==> config.mk <==
export PLATFORM = sky130hd
export DESIGN_NAME = pulse_height_analyzer
export DESIGN_NICKNAME = d
export VERILOG_FILES = /design/src/rtl/pha_pkg.sv /design/src/rtl/pha_baseline.sv /design/src/rtl/pulse_height_analyzer.sv
export SDC_FILE = /design/constraint.sdc
export NUM_CORES = 1
export LEC_CHECK = 0
export CAP_MARGIN = 20
export CORE_MARGIN = 5
export CORE_UTILIZATION = 58
export DETAILED_ROUTE_END_ITERATION = 7
export PLACE_DENSITY = 0.91
export REMOVE_ABC_BUFFERS = 1
export SYNTH_ARGS = -nofsm -noshare
export SYNTH_HDL_FRONTEND = slang
export SYNTH_SLANG_ARGS = --single-unit
export TNS_END_PERCENT = 20
==> constraint.sdc <==
create_clock -name CLOCK_65 -period 9.4 [get_ports CLOCK_65]
set_input_delay 1.88 -clock CLOCK_65 [delete_from_list [all_inputs] [get_ports CLOCK_65]]
set_output_delay 1.88 -clock CLOCK_65 [all_outputs]
set_load 0.02 [all_outputs]
==> src/rtl/pha_pkg.sv <==
// Shared types and sizing helpers for the pulse-height analyser.
package pha_pkg;

    localparam int unsigned CNT_W = 16;

    typedef enum logic [1:0] {
        StIdle,
        StActive,
        StHoldoff
    } pha_state_e;

    // Packed record layout: {height[DW], len[LW], pileup, overlong}.
    function automatic int unsigned rec_width(input int unsigned dw, input int unsigned lw);
        return dw + lw + 2;
    endfunction

endpackage

==> src/rtl/pha_baseline.sv <==
// Exponential-average baseline tracker: acc += sample - acc/2^BL_SHIFT while not frozen.
module pha_baseline #(
    parameter int unsigned DW       = 14,
    parameter int unsigned BL_SHIFT = 4,
    parameter int unsigned BL_INIT  = 0
) (
    input  logic          clk_i,
    input  logic          rst_i,
    input  logic          freeze_i,
    input  logic [DW-1:0] sample_i,
    output logic [DW-1:0] baseline_o
);

    localparam int unsigned AW = DW + BL_SHIFT;
    localparam logic [AW-1:0] AccInit = AW'(BL_INIT) << BL_SHIFT;

    logic [AW-1:0] acc_q, acc_d;

    assign baseline_o = acc_q[AW-1:BL_SHIFT];

    // acc >= baseline << BL_SHIFT, so the subtraction never underflows.
    always_comb begin
        acc_d = acc_q;
        if (!freeze_i) begin
            acc_d = acc_q - AW'(baseline_o) + AW'(sample_i);
        end
    end

    always_ff @(posedge clk_i or posedge rst_i) begin
        if (rst_i) begin
            acc_q <= AccInit;
        end else begin
            acc_q <= acc_d;
        end
    end

endmodule

==> src/rtl/pulse_height_analyzer.sv <==
// Baseline-subtracted pulse detector emitting one {height, len, pileup, overlong}
// record per pulse over valid/ready, with event and drop counters.
module pulse_height_analyzer
    import pha_pkg::*;
#(
    parameter int unsigned DW       = 14,
    parameter int unsigned BL_SHIFT = 4,
    parameter int unsigned BL_INIT  = 0,
    parameter int unsigned LW       = 10,
    parameter int unsigned HOLDOFF  = 16
) (
    input  logic             CLOCK_65,
    input  logic             rst,
    input  logic             en,
    input  logic             ad_valid,
    input  logic [DW-1:0]    ad_data,
    input  logic [DW-1:0]    threshold,
    output logic             out_valid,
    input  logic             out_ready,
    output logic [DW-1:0]    pulse_height,
    output logic [LW-1:0]    pulse_len,
    output logic             pileup,
    output logic             overlong,
    output logic [DW-1:0]    baseline,
    output logic [CNT_W-1:0] event_cnt,
    output logic [CNT_W-1:0] drop_cnt
);

    localparam int unsigned RecW = rec_width(DW, LW);
    localparam int unsigned HW   = (HOLDOFF > 0) ? $clog2(HOLDOFF + 1) : 1;
    localparam logic [LW-1:0] MaxLen   = '1;
    localparam logic [HW-1:0] HoldInit = HW'(HOLDOFF);

    pha_state_e        state_q, state_d;
    logic [DW-1:0]     peak_q, peak_d, valley_q, valley_d;
    logic [LW-1:0]     len_q, len_d, len_inc;
    logic              pile_q, pile_d;
    logic [HW-1:0]     hold_q, hold_d;
    logic              out_valid_q, out_valid_d;
    logic [RecW-1:0]   rec_q, rec_d;
    logic [CNT_W-1:0]  event_q, event_d, drop_q, drop_d;
    logic [DW-1:0]     amp;
    logic              emit, emit_ovl, bl_freeze;

    assign amp       = (ad_data > baseline) ? ad_data - baseline : '0;
    assign bl_freeze = !(en && ad_valid && (state_q == StIdle));
    assign len_inc   = len_q + 1'b1;

    pha_baseline #(
        .DW       (DW),
        .BL_SHIFT (BL_SHIFT),
        .BL_INIT  (BL_INIT)
    ) u_baseline (
        .clk_i      (CLOCK_65),
        .rst_i      (rst),
        .freeze_i   (bl_freeze),
        .sample_i   (ad_data),
        .baseline_o (baseline)
    );

    always_comb begin
        state_d  = state_q;
        peak_d   = peak_q;
        valley_d = valley_q;
        len_d    = len_q;
        pile_d   = pile_q;
        hold_d   = hold_q;
        emit     = 1'b0;
        emit_ovl = 1'b0;
        if (!en) begin
            state_d = StIdle;
            hold_d  = '0;
        end else if (ad_valid) begin
            unique case (state_q)
                StIdle: begin
                    if (amp > threshold) begin
                        state_d  = StActive;
                        peak_d   = amp;
                        valley_d = amp;
                        len_d    = LW'(1);
                        pile_d   = 1'b0;
                    end
                end
                StActive: begin
                    if (amp <= threshold) begin
                        emit = 1'b1;
                    end else begin
                        len_d = len_inc;
                        if (amp >= peak_q) begin
                            peak_d   = amp;
                            valley_d = amp;
                        end else if (amp < valley_q) begin
                            valley_d = amp;
                        end
                        // A renewed rise of more than threshold off the valley, still below peak.
                        if (({1'b0, amp} > ({1'b0, valley_d} + {1'b0, threshold}))
                            && (amp < peak_d)) begin
                            pile_d = 1'b1;
                        end
                        if (len_inc == MaxLen) begin
                            emit     = 1'b1;
                            emit_ovl = 1'b1;
                        end
                    end
                    if (emit) begin
                        state_d = (HOLDOFF == 0) ? StIdle : StHoldoff;
                        hold_d  = HoldInit;
                    end
                end
                StHoldoff: begin
                    hold_d = hold_q - 1'b1;
                    if (hold_q <= HW'(1)) begin
                        state_d = StIdle;
                    end
                end
                default: state_d = StIdle;
            endcase
        end
    end

    always_comb begin
        out_valid_d = out_valid_q;
        rec_d       = rec_q;
        event_d     = event_q;
        drop_d      = drop_q;
        if (emit) begin
            event_d = event_q + 1'b1;
            if (out_valid_q && !out_ready) begin
                if (drop_q != '1) begin
                    drop_d = drop_q + 1'b1;
                end
            end else begin
                out_valid_d = 1'b1;
                rec_d       = {peak_d, len_d, pile_d, emit_ovl};
            end
        end else if (out_valid_q && out_ready) begin
            out_valid_d = 1'b0;
        end
    end

    always_ff @(posedge CLOCK_65 or posedge rst) begin
        if (rst) begin
            state_q     <= StIdle;
            peak_q      <= '0;
            valley_q    <= '0;
            len_q       <= '0;
            pile_q      <= 1'b0;
            hold_q      <= '0;
            out_valid_q <= 1'b0;
            rec_q       <= '0;
            event_q     <= '0;
            drop_q      <= '0;
        end else begin
            state_q     <= state_d;
            peak_q      <= peak_d;
            valley_q    <= valley_d;
            len_q       <= len_d;
            pile_q      <= pile_d;
            hold_q      <= hold_d;
            out_valid_q <= out_valid_d;
            rec_q       <= rec_d;
            event_q     <= event_d;
            drop_q      <= drop_d;
        end
    end

    assign out_valid    = out_valid_q;
    assign pulse_height = rec_q[RecW-1 -: DW];
    assign pulse_len    = rec_q[LW+1:2];
    assign pileup       = rec_q[1];
    assign overlong     = rec_q[0];
    assign event_cnt    = event_q;
    assign drop_cnt     = drop_q;

endmodule

==> Word level (Yosys, flattened, before mapping) <==
Index checks and enable logic that the tools add are counted.
{ "classes": {"magnitude_cmp": 8, "muxes": 56, "n_addsub": 8, "reduce_logical": 15, "eq_ne": 12, "bitwise": 1} }
{ "op_table": {"columns": ["operator", "n"], "rows": [
  ["14-bit 2-to-1 mux", 18],
  ["14-bit one-hot mux with 2 select lines", 2],
  ["10-bit 2-to-1 mux", 4],
  ["16-bit by 1-bit adder with 16-bit output (second input constant)", 2],
  ["14-bit greater-than comparator", 2],
  ["14-bit < comparator", 2],
  ["1-bit 2-to-1 mux", 20],
  ["10-bit one-hot mux with 2 select lines", 1],
  ["18-bit by 14-bit adder with 18-bit output", 1],
  ["18-bit by 14-bit subtractor with 18-bit output", 1],
  ["16-bit inequality test (second input constant)", 1],
  ["14-bit by 14-bit adder with 15-bit output", 1],
  ["14-bit by 15-bit greater-than comparator with 1-bit output", 1],
  ["5-bit 2-to-1 mux", 3],
  ["14-bit >= comparator", 1],
  ["14-bit <= comparator", 1],
  ["14-bit subtractor", 1],
  ["10-bit by 1-bit adder with 10-bit output (second input constant)", 1],
  ["10-bit equality test (second input constant)", 1],
  ["2-bit 2-to-1 mux", 5],
  ["5-bit one-hot mux with 2 select lines", 1],
  ["3-bit inequality test (second input constant)", 2],
  ["2-bit one-hot mux with 3 select lines", 1],
  ["3-bit AND reduction", 2],
  ["other kinds (17)", 25]
]} }
{ "word_totals": {"output_inout_bits": 73, "word_cells": 111, "in_bits": 33, "register_bits": 123} }

==> Longest topological paths before layout <==
Gate-level depths: netlist (run 1).
{ "logic_depth": {"ltp_word": 17, "ltp_mapped": 48, "mapped_depth_nobuf": 45} }

==> Modules after synthesis <==
A second synthesis (run 1) with hierarchy kept.
{ "unflattened": {"hier_cells": 1134, "hier_area_um2": 10246.1} }
{ "modules_own_cells": {"columns": ["module", "cells_each", "n_inst", "area_each_um2", "seq_area_each_um2"], "rows": [
  ["pulse_height_analyzer", 878, 1, 8109.0, 2627.5],
  ["pha_baseline", 256, 1, 2137.0, 450.4]
]} }

==> Worst setup path before layout (run 1) <==
No wires, ideal clock.
{ "synth_timing": {"path_kind": "input to register", "from": "input ad_data[0]", "to": "register rec_q[1]", "t_arrival_ns": 9.729, "setup_slack_ns": -0.453, "required_ns": 9.275, "stages": 41, "setup_time_ns": 0.125, "path_cell_list": "inv_1 ha_1 fa_1 nand2b_1 a21o_1 a211o_1 a21o_1 buf_6 clkbuf_1 nor2_1 ha_1 nand3_1 or3_1 a221oi_1 nor3_1 a221oi_4 a21oi_2 buf_2 (+5 left out) a21o_1 a21o_1 a21o_1 a21oi_1 nor2b_1 o21a_1 o21a_1 o41ai_1 xor2_1 ha_1 o21ai_0 a21oi_1 a2111oi_0 nor3_1 and3_1 nand4_1 o21ai_2 mux2_2"} }
{ "synth_via": {"elab_chain_cells": 17, "elab_cells_between_ends": 36, "cone_classes": "add/sub: 2; order compare: 7; mux: 25; reduce/logical: 2"} }
{ "synth_rtl": {"columns": ["item", "line", "source"], "rows": [
  ["start, declared", "pulse_height_analyzer.sv:16", "input logic [DW-1:0] ad_data,"],
  ["14-bit subtractor / 14-bit greater-than comparator (equally long branches)", "pulse_height_analyzer.sv:45", "assign amp = (ad_data > baseline) ? ad_data - baseline : '0;"],
  ["14-bit 2-to-1 mux (*)", "pulse_height_analyzer.sv:45", null],
  ["14-bit < comparator", "pulse_height_analyzer.sv:92", "end else if (amp < valley_q) begin"],
  ["14-bit 2-to-1 mux", "pulse_height_analyzer.sv:92", null],
  ["14-bit 2-to-1 mux", "pulse_height_analyzer.sv:89", "if (amp >= peak_q) begin"],
  ["14-bit 2-to-1 mux", "pulse_height_analyzer.sv:85", "if (amp <= threshold) begin"],
  ["14-bit 2-to-1 mux", "pulse_height_analyzer.sv:74", "unique case (state_q)"],
  ["14-bit 2-to-1 mux", "pulse_height_analyzer.sv:73", "end else if (ad_valid) begin"],
  ["(+2 left out)", null, null],
  ["14-bit by 15-bit greater-than comparator with 1-bit output", "pulse_height_analyzer.sv:96", "if (({1'b0, amp} > ({1'b0, valley_d} + {1'b0, threshold}))"],
  ["1-bit logical AND", "pulse_height_analyzer.sv:97", "&& (amp < peak_d)) begin"],
  ["1-bit 2-to-1 mux", "pulse_height_analyzer.sv:96", null],
  ["1-bit 2-to-1 mux", "pulse_height_analyzer.sv:85", null],
  ["1-bit one-hot mux with 2 select lines (*)", "pulse_height_analyzer.sv:74", null],
  ["1-bit 2-to-1 mux (*)", "pulse_height_analyzer.sv:73", null],
  ["1-bit 2-to-1 mux (*)", "pulse_height_analyzer.sv:70", "if (!en) begin"],
  ["net pile_d", "pulse_height_analyzer.sv:37", "logic pile_q, pile_d;"],
  ["end signal, assigned", "pulse_height_analyzer.sv:161", "rec_q <= rec_d;"],
  ["end, declared", "pulse_height_analyzer.sv:40", "logic [RecW-1:0] rec_q, rec_d;"]
]} }
The timed path passes the listed nets; every way through them passes the cells marked *. The select of a mux whose other input is x is not followed.
A chain may end at the register's enable or synchronous reset.

==> Worst setup path in the final report (run 1) <==
{ "layout_timing": {"from": "input ad_data[11]", "to": "register rec_q[1]"} }
The elaborated chain is that of the path after synthesis.

==> key figures, run 1 <==
Drt
  • WL per Instance: between 15 and 20 µm
  • DRT iter0 DRCs: 819
  • Vias: 9323
  • # DRC: 0
  • Post-route ant nets: 0
  • Final WL: about 30000 µm
  • Pre-antenna DRT Iters: 7
  • Via-to-Cell Ratio: 6.219

Floorplanning
  • Die Height: around 140 µm
  • Starting density of the core: 59.37%
  • Die Area: about 20000 µm²
  • Die width: roughly 140 µm
  • I/O pins: roughly 110
  • Total core area: roughly 17000 µm²
  • Standard-cell row count: 47

Clock tree
  • Clock Sink Count: ~120
  • Reg clk slew, reported paths: approximately 0.06 ns
  • CTS buffer count: 17
  • Hold_buf cts: 0
  • Clock latency on the worst-skew pair: approximately 0.44 ns
  • CTS H-tree depth: 4
  • Max clock buf depth: 2
  • CTS tree: yes
  • Root Buffer: clkbuf_16

Cells and area
  • Share of layout cells above drive strength 1: a little under a fifth
  • Nets: ~1400
  • Area growth from synthesis to layout: 27.72%
  • Fin area: about 13000 µm²
  • # diodes: 0

Critical path
  • CP Capture Type: flop
  • CP required: between 9 and 10 ns
  • Most frequent CP cell: a21o_1
  • Worst path top cell family by delay: compound AO/OA/AOI/OAI gates
  • Startpoint types: input pin
  • CP Buf/Inv Count: 6
  • Worst path slowest cell: clkdlybuf4s50_1
  • CP arrival: 9.78 ns
  • CP peak stage delay: ~0.49 ns
  • Critical path class: in2reg
  • CP Max Fanout: 5

Run status
  • Violated checks: negative setup slack
  • Status: finished with violations

Timing
  • Setup violators final: 1
  • Slew headroom: 33.38%
  • Worst hold slack: about 0.48 ns
  • Least-Margin Pin Slew: around 1.0 ns
  • Final Max Tran Viols: 0
  • Tcrit/Tclk final: 100.1%
  • Setup WS post-layout: -0.004712 ns
  • FMAX: 106.3 MHz
  • Tmin final: between 9 and 10 ns
  • Final Hold Viols: 0
  • Worst Skew: around 0.015 ns

Synth
  • Asr flop ratio synth: 100.0%
  • Synth cell types: 76
  • Mapped cell area: around 9900 µm²
  • Syn_area_per_cell: around 9.2 µm²
  • Mapped Cells: 1081
  • Area share of the largest cell type after synthesis: 31.04%
  • Most instantiated cells after synthesis: inv_1, dfrtp_1, ha_1
  • Most numerous cell in the Yosys netlist: inv_1
  • Number of synthesized flops with an enable pin: 0
  • Yosys warnings: 0
  • Synth Register Bits: about 120
  • Synth top area cells: dfrtp_1, ha_1, inv_1, mux2_2, xnor2_1
  • Dominant cell type by area after synthesis: dfrtp_1
  • Seq/Total Area, Yosys: a little under a third
  • Ys flop type: dfrtp_1

Global route
  • Largest net degree at the start of global routing: between 80 and 90
  • Congestion Overflow GR: 0
  • GRT Util Overall: 27.56%
  • Number of global-route vias before repair: 9191
  • Initial antenna violation count: 0
  • First-pass GRT wire length: about 45000 µm

Placement
  • IO Port Bufs: 105
  • GPL Wtd Cong: a little over 0.9
  • Post-DP HPWL: 19300 µm
  • Dpl cell area: roughly 12000 µm²

Hold path
  • Hold Crit Class: reg2reg

Run
  • # Max-Cap Violations: 0
==> layout by cell type (no fill, tap or decap), types with 14 or more instances in the layout <==
master / instances
a21o_1: 26
a21oi_1: 58
and3_1: 17
buf_4: 99
clkbuf_16: 17
clkdlybuf4s50_1: 94
dfrtp_1: 123
fa_1: 15
ha_1: 104
inv_1: 122
mux2_1: 19
mux2_2: 37
nand2_1: 74
nand3_1: 31
nand4_1: 26
nor2_1: 70
nor2b_1: 14
o21ai_0: 46
xnor2_1: 46
xor2_1: 24
==> layer usage <==
metal  GRT usage, %  part of all wire, %  vias up
li1               -                    -     4146
met1          34.70                   38     4423
met2          45.56                   48      564
met3          5.520                  8.9      190
met4          13.21                  5.7        0
met5              0                    0        -
==> final cells by class <==
type / count / area [µm²]
Clock buffer: 18 / 439.2
Clock inverter: 14 / 112.6
Fill cell: 1024 / 4036
Inverter: 125 / 473.0
Multi-Input combinational cell: 793 / 6434
Sequential cell: 123 / 3078
Tap cell: 220 / 275.3
Timing Repair Buffer: 206 / 1853
==> through the flow <==
stage / std cells / util (%) / TNS, ns / setup slack, ns
after floorplan: 1040 / - / -0.9467 / -0.5608
after global placement: 1454 / 69.82 / -0.8596 / -0.4962
after detailed placement: 1454 / 69.82 / -1.254 / -0.6999
after CTS: 1489 / 73.85 / 0 / 0.006025
after global routing: 1499 / 75.83 / -0.5370 / -0.2952
final: 1499 / 75.83 / -0.004712 / -0.004712
==> kinds of logic after synthesis <==
kind of cell | share of synthesized area, %
and+or+nand+nor | 14.97
adders and majority gates | 17.84
DFF | 31.04
buffers and inverters | 7.281
muxes | 7.975
xor gates and xnor gates | 6.183
AOI/OAI and AO/OA | 14.71
==> worst reg2reg max path, delay by kind of cell, from the launching register on <==
| kind | cells | cell delay (ns) |
|---|---|---|
| flip-flops | 1 | 0.45 |
| AO/OA/AOI/OAI | 20 | 3.82 |
| adder cells (fa/ha/maj) | 5 | 1.43 |
| AND/OR/NAND/NOR | 12 | 1.82 |
| buffers and inverters | 3 | 0.45 |
| multiplexers | 1 | 0.19 |
==> timing repair <==
action,in CTS,in global routing
setup buffers,3,8
pin swaps,15,34
resized for setup,25,48
cloned,0,1
endpoints found under the setup margin,2,2
==> final timing paths <==
kind,slack (ns),depth (start not counted),end,startpoint
min in group asynchronous,1.85,2,u_baseline.acc_q[2],rst
max in group asynchronous,6.55,4,rec_q[19],rst
worst max register to register,1.20,41,rec_q[1],u_baseline.acc_q[4]
worst min-delay path,0.48,1,event_cnt[15],event_cnt[15]
worst min register to register,0.48,1,event_cnt[15],event_cnt[15]
worst max-delay path,-0.005,43,rec_q[1],ad_data[11]
==> flip-flops by register name (all words and copies together), names as in the netlist <==
signal            cells
hold_q                5
pile_q                1
valley_q             14
rec_q                26
peak_q               14
state_q               2
len_q                10
drop_cnt             16
out_valid             1
u_baseline.acc_q     18
event_cnt            16
Power of run 1 is not shown: default switching activity piles up to over one toggle a cycle in this logic, so the estimate is an artifact.
==> run 2: changes to the inputs <==
--- a/config.mk
+++ b/config.mk
@@ -6,6 +6,7 @@
 export NUM_CORES = 1
 export LEC_CHECK = 0
 export CAP_MARGIN = 20
+export CORE_ASPECT_RATIO = 1.75
 export CORE_MARGIN = 5
 export CORE_UTILIZATION = 58
 export DETAILED_ROUTE_END_ITERATION = 7
==> run 2 against run 1 <==
Against the previous run: design area grew 3.1%; sequential share of layout area shrank 0.73 points; the flow finishes with violations (design-rule violations, negative setup slack); count of clock-buffer cells in the layout grew 3; non-clock buffer count grew 24; die area grew 0.52%; setup slack lost 0.24 ns; global-route usage grew 4.6 points; routed wire length grew 20%; highest routed layer unchanged; sequential cell count is the same; maximum frequency shrank 2.5%.
==> key figures, run 2 (synthesis results as in run 1) <==
Drt
  • WL per Instance: approximately 23 µm
  • Post-route ant nets: 0
  • # DRC: 1
  • Final WL: about 36000 µm
  • Pre-antenna DRT Iters: 8
  • DRT iter0 DRCs: between 900 and 1000
  • Vias: 9937
  • Via-to-Cell Ratio: 6.499

Clock tree
  • CTS H-tree depth: 4
  • Clock latency on the worst-skew pair: 0.44 ns
  • Max clock buf depth: 2
  • Clock Sink Count: between 100 and 150
  • Hold_buf cts: 0
  • Reg clk slew, reported paths: roughly 0.06 ns
  • CTS tree: yes
  • Root Buffer: clkbuf_16
  • CTS buffer count: 17

Timing
  • Setup WS post-layout: -0.2436 ns
  • Final setup TNS: -0.4491 ns
  • Slew headroom: a little under a fifth
  • Worst hold slack: around 0.48 ns
  • Final Max Tran Viols: 0
  • FMAX: slightly above 100 MHz
  • Tmin final: 9.644 ns
  • Least-Margin Pin Slew: between 1 and 1.5 ns
  • Setup violators final: 2
  • Tcrit/Tclk final: 102.6%
  • Final Hold Viols: 0
  • Worst Skew: about 0.0086 ns

Cells and area
  • Share of layout cells above drive strength 1: 22.43%
  • Most common cell after layout, fill and taps aside: dfrtp_1
  • Commonest non-fill, non-tap cells in the layout: dfrtp_1, buf_4, inv_1, ha_1, clkdlybuf4s50_1
  • Max FFs per register: 26
  • Sequential cell area: approximately 3000 µm²
  • Final core utilization: 77.41%
  • # diodes: 0
  • Non-Filler Instances: 1529
  • Nets: between 1000 and 1500
  • Largest registers: rec_q x26, u_baseline.acc_q x18
  • Area growth from synthesis to layout: 31.68%
  • Biggest register: rec_q
  • Area of the multi-input gates: roughly 6600 µm²
  • FILL cells: between 900 and 1000

Hold path
  • Hold endpoint: event_cnt[15]
  • Min-delay src: event_cnt[15]
  • Hold Crit Class: reg2reg
  • Hold depth: 1

Placement
  • Dpl cells: 1467
  • Post-DP HPWL: approximately 20000 µm
  • IO Port Bufs: about 110
  • GPL Wtd Cong: between 0.9 and 1

Critical path
  • Startpoint types: input pin
  • R2r setup slk: 0.73 ns
  • R2R depth: 46
  • Reg2reg end: rec_q[1]
  • CP Capture Type: flop
  • Worst path slowest cell: o21ai_0
  • CP required: a little under 10 ns
  • RR Startpoint: u_baseline.acc_q[9]
  • CP Buf/Inv Count: 9
  • Critical path class: in2reg
  • CP Max Fanout: 4
  • CP arrival: 10.03 ns
  • CP peak stage delay: approximately 0.66 ns
  • Worst path top cell family by delay: compound AO/OA/AOI/OAI gates

Floorplanning
  • Die width: 108.8 µm
  • Standard-cell row count: 63
  • Die Height: between 150 and 200 µm
  • I/O pins: around 110
  • Die Area: 19910 µm²
  • Total core area: ~17000 µm²
  • Starting density of the core: 58.78%

Global route
  • Initial antenna violation count: 0
  • GRT Util Overall: between 30% and 40%
  • Congestion Overflow GR: 0
  • Largest net degree at the start of global routing: 66
  • First-pass GRT wire length: between 40000 and 50000 µm
  • Number of global-route vias before repair: about 10000

Run
  • # Max-Cap Violations: 0

Run status
  • Status: finished with violations
  • Violated checks: design-rule violations, negative setup slack
-- run 2: cell types whose count changed in the layout (fill, tap and decap cells not counted), moves of 3 or more --
cell | previous run | this run
nor2_2 | 3 | 7
ha_4 | 8 | 16
ha_1 | 104 | 97
inv_6 | 4 | 1
a21oi_1 | 58 | 54
clkdlybuf4s50_1 | 94 | 91
o21ai_0 | 46 | 43
a21oi_2 | 6 | 10
bufinv_16 | 0 | 3
buf_4 | 99 | 122
nor2_1 | 70 | 65
-- run 2: what timing repair did --
| item | in CTS | in global routing |
|---|---|---|
| setup endpoints to repair | 2 | 2 |
| pin swaps | 24 | 63 |
| setup buffers | 9 | 22 |
| resized for setup | 29 | 88 |
| gates cloned | 0 | 0 |
-- run 2: final cells by class --
class	instances	share of cell area, %
inverter	125	3.622
clock inverter	11	1.092
multi-input combinational	792	50.54
sequential	123	23.57
clock buffer	21	3.526
tap	227	2.175
timing repair buffer	230	15.48
-- run 2: how the worst max path moves through the flow --
stage,from,to,slack [ns],cells after the start
finish,ad_data[0],rec_q[1],-0.24,47
global route,ad_data[0],rec_q[1],-0.64,47
CTS,ad_data[4],rec_q[1],0.007,42
detailed placement,ad_data[0],rec_q[1],-0.76,43
global placement,ad_data[0],rec_q[1],-0.40,42
floorplan,ad_data[0],rec_q[1],-0.56,37
-- run 2: stage by stage --
stage / area [µm²] / setup WS [ns]
after global routing: 13060 / -0.6428
after floorplan: 9664 / -0.5608
after CTS: 12490 / 0.007118
after global placement: 11720 / -0.3988
after detailed placement: 11720 / -0.7603
final: 13060 / -0.2436
-- run 2: routing by layer --
metal | up-vias | GRT usage [%] | routed length (µm)
li1 | 4177 | - | -
met1 | 4724 | 33.99 | 11740
met2 | 753 | 55.39 | 17360
met3 | 283 | 7.080 | 3500
met4 | 0 | 23.31 | 3191
met5 | - | 0 | 0
Power of run 2 is left out for the same reason.
